**src/rtl/mux_2x1_if.sv**
```systemverilog
// mux_2x1_if: bundles the data/select/handshake signals of mux_2x1.
//   master : source side, drives a, b, sel, in_valid and observes the results.
//   slave  : selector side, consumes the inputs and drives y, y_q, out_valid,
//            sel_a_cnt.
// WIDTH sets the data width and CNT_WIDTH the width of the debug counter. Both
// must match the parameters of the mux_2x1 instance the interface connects to.
interface mux_2x1_if #(
  parameter int WIDTH     = 1,
  parameter int CNT_WIDTH = 16
);
  logic [WIDTH-1:0]     a;
  logic [WIDTH-1:0]     b;
  logic                 sel;
  logic                 in_valid;
  logic [WIDTH-1:0]     y;
  logic [WIDTH-1:0]     y_q;
  logic                 out_valid;
  logic [CNT_WIDTH-1:0] sel_a_cnt;

  modport master (
    output a, b, sel, in_valid,
    input  y, y_q, out_valid, sel_a_cnt
  );

  modport slave (
    input  a, b, sel, in_valid,
    output y, y_q, out_valid, sel_a_cnt
  );
endinterface

```
**src/rtl/mux_2x1.sv**
```systemverilog
// mux_2x1: parameterised 2:1 data selector (sel=1 -> a, sel=0 -> b).
//   clk           : rising-edge clock for the register stage.
//   rst_n         : asynchronous active-low reset of y_q, out_valid, sel_a_cnt.
//   bus.a/b       : data sources (WIDTH bits).
//   bus.sel       : select, 1 picks a, 0 picks b.
//   bus.in_valid  : qualifies a/b/sel for capture; every valid cycle is taken.
//   bus.y         : combinational selection, independent of clk and rst_n.
//   bus.y_q       : registered selection of the last accepted transfer.
//   bus.out_valid : high for the one cycle following each accepted transfer.
//   bus.sel_a_cnt : saturating count of accepted transfers that chose a.
module mux_2x1 #(
  parameter int WIDTH     = 1,
  parameter int CNT_WIDTH = 16
) (
  input  logic      clk,
  input  logic      rst_n,
  mux_2x1_if.slave  bus
);

  localparam logic [CNT_WIDTH-1:0] CNT_MAX = '1;

  logic [WIDTH-1:0]     sel_data;
  logic [WIDTH-1:0]     data_d,  data_q;
  logic                 valid_d, valid_q;
  logic [CNT_WIDTH-1:0] cnt_d,   cnt_q;

  // The conditional operator merges a and b bitwise when sel is unknown, so
  // an X/Z select shows up as X on every bit where a and b differ.
  assign sel_data = bus.sel ? bus.a : bus.b;

  always_comb begin
    data_d  = data_q;
    valid_d = 1'b0;
    cnt_d   = cnt_q;
    if (bus.in_valid) begin
      data_d  = sel_data;
      valid_d = 1'b1;
      // Hold at all-ones instead of wrapping so the debug count never lies low.
      if (bus.sel && (cnt_q != CNT_MAX)) begin
        cnt_d = cnt_q + CNT_WIDTH'(1);
      end
    end
  end

  always_ff @(posedge clk or negedge rst_n) begin
    if (!rst_n) begin
      data_q  <= '0;
      valid_q <= 1'b0;
      cnt_q   <= '0;
    end else begin
      data_q  <= data_d;
      valid_q <= valid_d;
      cnt_q   <= cnt_d;
    end
  end

  assign bus.y         = sel_data;
  assign bus.y_q       = data_q;
  assign bus.out_valid = valid_q;
  assign bus.sel_a_cnt = cnt_q;

endmodule

```
**src/flat_wrapper.sv**
```systemverilog
// flat-port wrapper written by rule: the top's interface ports become plain ports
module mux_2x1_flat 
#(
  parameter int WIDTH     = 1,
  parameter int CNT_WIDTH = 16
)
  (clk, rst_n, bus_a, bus_b, bus_sel, bus_in_valid, bus_y, bus_y_q, bus_out_valid, bus_sel_a_cnt);
  mux_2x1_if #(.WIDTH(WIDTH), .CNT_WIDTH(CNT_WIDTH)) bus_i ();
  input  logic clk;
  input  logic rst_n;
  input wire logic [$bits(bus_i.a)-1:0] bus_a;
  input wire logic [$bits(bus_i.b)-1:0] bus_b;
  input wire logic [$bits(bus_i.sel)-1:0] bus_sel;
  input wire logic [$bits(bus_i.in_valid)-1:0] bus_in_valid;
  output wire logic [$bits(bus_i.y)-1:0] bus_y;
  output wire logic [$bits(bus_i.y_q)-1:0] bus_y_q;
  output wire logic [$bits(bus_i.out_valid)-1:0] bus_out_valid;
  output wire logic [$bits(bus_i.sel_a_cnt)-1:0] bus_sel_a_cnt;
  assign bus_i.a = bus_a;
  assign bus_i.b = bus_b;
  assign bus_i.sel = bus_sel;
  assign bus_i.in_valid = bus_in_valid;
  assign bus_y = bus_i.y;
  assign bus_y_q = bus_i.y_q;
  assign bus_out_valid = bus_i.out_valid;
  assign bus_sel_a_cnt = bus_i.sel_a_cnt;
  mux_2x1 #(.WIDTH(WIDTH), .CNT_WIDTH(CNT_WIDTH)) u_core (.clk(clk), .rst_n(rst_n), .bus(bus_i));
endmodule
```
**config.mk**
```make
export PLATFORM = sky130hd
export DESIGN_NAME = mux_2x1_flat
export DESIGN_NICKNAME = d
export VERILOG_FILES = /design/src/rtl/mux_2x1_if.sv /design/src/rtl/mux_2x1.sv /design/src/flat_wrapper.sv
export SDC_FILE = /design/constraint.sdc
export NUM_CORES = 1
export LEC_CHECK = 0
export BUFFER_PORTS_ARGS = -buffer_cell sky130_fd_sc_hd__buf_4
export CAP_MARGIN = 20
export CORE_MARGIN = 1
export CORE_UTILIZATION = 50
export CTS_CLUSTER_SIZE = 14
export DETAILED_ROUTE_END_ITERATION = 12
export PLACE_DENSITY = 0.76
export SYNTH_ARGS = -nofsm -noshare
export SYNTH_HDL_FRONTEND = slang
export SYNTH_SLANG_ARGS = --single-unit
export TNS_END_PERCENT = 50
```
**constraint.sdc**
```tcl
create_clock -name clk -period 2 [get_ports clk]
set_clock_uncertainty 0.15 [all_clocks]
set_input_delay 0.2 -clock clk [delete_from_list [all_inputs] [get_ports clk]]
set_output_delay 0.2 -clock clk [all_outputs]
set_load 0.03 [all_outputs]
```
==> run metrics <==
DR iter-0 viols 16; Yosys top cell area share 47.9%; Fmax 0.517 GHz; die height 45.4 µm; vias per cell 5.51; final hold vios 0; register bit total from synthesis 18; WL per Instance 14.5 µm; critical path data arrival time about 2 ns; Hold WC Path Type input pin to register; Initial Utilization 53.8%; width of the die 45.4 µm; share of layout cells above drive strength 1 37.4%; Final Cycle Share 96.6%; worst slew pin tran 0.460 ns; hpwl dp 1.38 mm; number of H-tree levels 1; outcome finished, final reports clean; clock latency on the worst-skew pair 0.30 ns; largest net degree at the start of global routing 19; Synth cell types 24; # setup viols final 0; setup_tns 0 ns; syn_area_per_cell about 12 µm²; slew margin rel. 69.1%; Post-Syn Nets 84; clock tree buffer depth 2; # diodes 0; sequential share of power 43.7%; Req. time, crit path 2.05 ns; GRT overflow 0; power per cell area 1010 nW/µm²; largest area contributor in the netlist dfrtp_1; via count 727; Peak VDD IR 1.12 mV; Post-Synthesis Cells 77; Worst-path clk slew 0.11 ns; Root Driver clkbuf_4; Crit. End Element register; Area contributors post-synth dfrtp_1, xor2_1, nor4_4; total of max-cap violations 0; Slew Viols, Final 0; core area roughly 1700 µm²; Net count, final 115; RSZ-0062 raised after global routing no; global-route wire length before repair 3.12 mm; # port buffers 24; NetSw 0.482 mW; final wirelength 1.91 mm; yosys warns 0; post-CTS sizing 0; Placement Rows 15; WHS 0.127 ns; switch share 39.8%; vias in the first global route a little over 700; antenna violations before repair 0; Leakage between 0.5 and 0.6 nW; Post-DRT Antenna Nets 0; CTS tree built; clock share of power 19.1%; first drt pass iteration count 4; die area slightly above 2000 µm²; crit start category register; most frequent cells in the layout buf_4, dfrtp_1, xor2_1; leading cell type in the layout, fill and taps excluded buf_4; # IOs 25; Area Overhead vs Synth 28.4%; GP Congestion 0.751; post-synthesis sequential area ratio 47.9%; layout filler cell count between 150 and 200; Comb power frac 37.2%; Total Routing Usage GR 22.2%; CTS Buf Count 3; synthesized area 940 µm²; crit path kind register to register; P_int 0.730 mW; clk sink count 18; Post-route DRC 0; crit-path max FO 11; crit path time final 1.93 ns
layout make-up:
type,instances,area [µm²],area share (%)
multi-input combinational,55,465,38.6
sequential,18,450,37.3
timing repair buffer,28,215,17.8
clock buffer,4,36.3,3.01
tap,25,31.3,2.59
inverter,2,7.51,0.622
synth_stat cells (all sizes together):
cell,instances
nor3b,2
nand3,4
and4bb,1
and4,2
buf,2
dfrtp,18
nor4b,2
nor4,6
nand4,4
xnor2,2
mux2,3
ha,1
xor2,13
inv,2
and2,1
and3,2
nor2,2
nand2,5
nor3,5
metal layers:
| layer | global-route usage (%) | wire (µm) | share of wire (%) |
|---|---|---|---|
| met5 | 0 | 0 | 0 |
| met4 | 15.2 | 49 | 2.6 |
| met3 | 5.20 | 109 | 5.7 |
| met2 | 34.5 | 937 | 49 |
| met1 | 27.2 | 818 | 43 |
worst paths after layout:
check                                         startpoint                  endpoint  slack, ns  cells past startpoint
worst max-delay path             u_core.bus.sel_a_cnt[0]   u_core.bus.sel_a_cnt[1]       0.07                      5
worst min-delay path                               bus_b            u_core.bus.y_q       0.13                      3
worst max register to register   u_core.bus.sel_a_cnt[0]   u_core.bus.sel_a_cnt[1]       0.07                      5
worst min register to register  u_core.bus.sel_a_cnt[14]  u_core.bus.sel_a_cnt[14]       0.36                      1
max in group asynchronous                          rst_n   u_core.bus.sel_a_cnt[4]       1.36                      2
min in group asynchronous                          rst_n  u_core.bus.sel_a_cnt[11]       0.14                      2
power groups by stage:
| stage | sequential (mW) | combinational [mW] | clock (mW) |
|---|---|---|---|
| 2_1_floorplan | 0.674 | 0.116 | 0 |
| 3_3_place_gp | 0.526 | 0.441 | 0 |
| 3_5_place_dp | 0.537 | 0.453 | 0 |
| 4_1_cts | 0.530 | 0.458 | 0.234 |
| 5_1_grt | 0.541 | 0.483 | 0.248 |
| 6_report | 0.530 | 0.452 | 0.231 |
state kept, by name, summed over array words and instances (netlist names):
name,count
u_core.bus.out_valid,1
u_core.bus.y_q,1
u_core.bus.sel_a_cnt,16
cell families (layout without fill, tap and decap cells):
| kind of cell | after synthesis | after routing | synth area share [%] |
|---|---|---|---|
| fa+ha+maj | 1 | 1 | 1.33 |
| simple gates | 36 | 36 | 30.6 |
| xor+xnor | 15 | 15 | 14.0 |
| mux | 3 | 3 | 3.59 |
| buf+inv | 4 | 34 | 2.53 |
| flops | 18 | 18 | 47.9 |
stage by stage:
step / area, µm² / std cells / utilization, % / setup WS (ns) / power [mW]
after global routing: 1210 / 132 / 69.1 / 0.00804 / 1.27
after CTS: 1210 / 132 / 69.1 / 0.0609 / 1.22
after floorplan: 940 / 77 / - / 0.0887 / 0.791
after global placement: 1150 / 126 / 65.9 / 0.143 / 0.967
after detailed placement: 1150 / 126 / 65.9 / 0.0782 / 0.990
final: 1210 / 132 / 69.1 / 0.0675 / 1.21
worst max-delay path, cell delays in order (launching register included):
cell,delay (ns)
dfrtp_1,0.43
ha_1,0.25
and4_4,0.21
and4bb_4,0.26
nor2_1,0.17
mux2_2,0.35
timing repair:
item	CTS	global route
hold buffers	2	0
hold endpoints to repair	20	0
buffers inserted	0	0
Power figures use the tool's default switching activity.
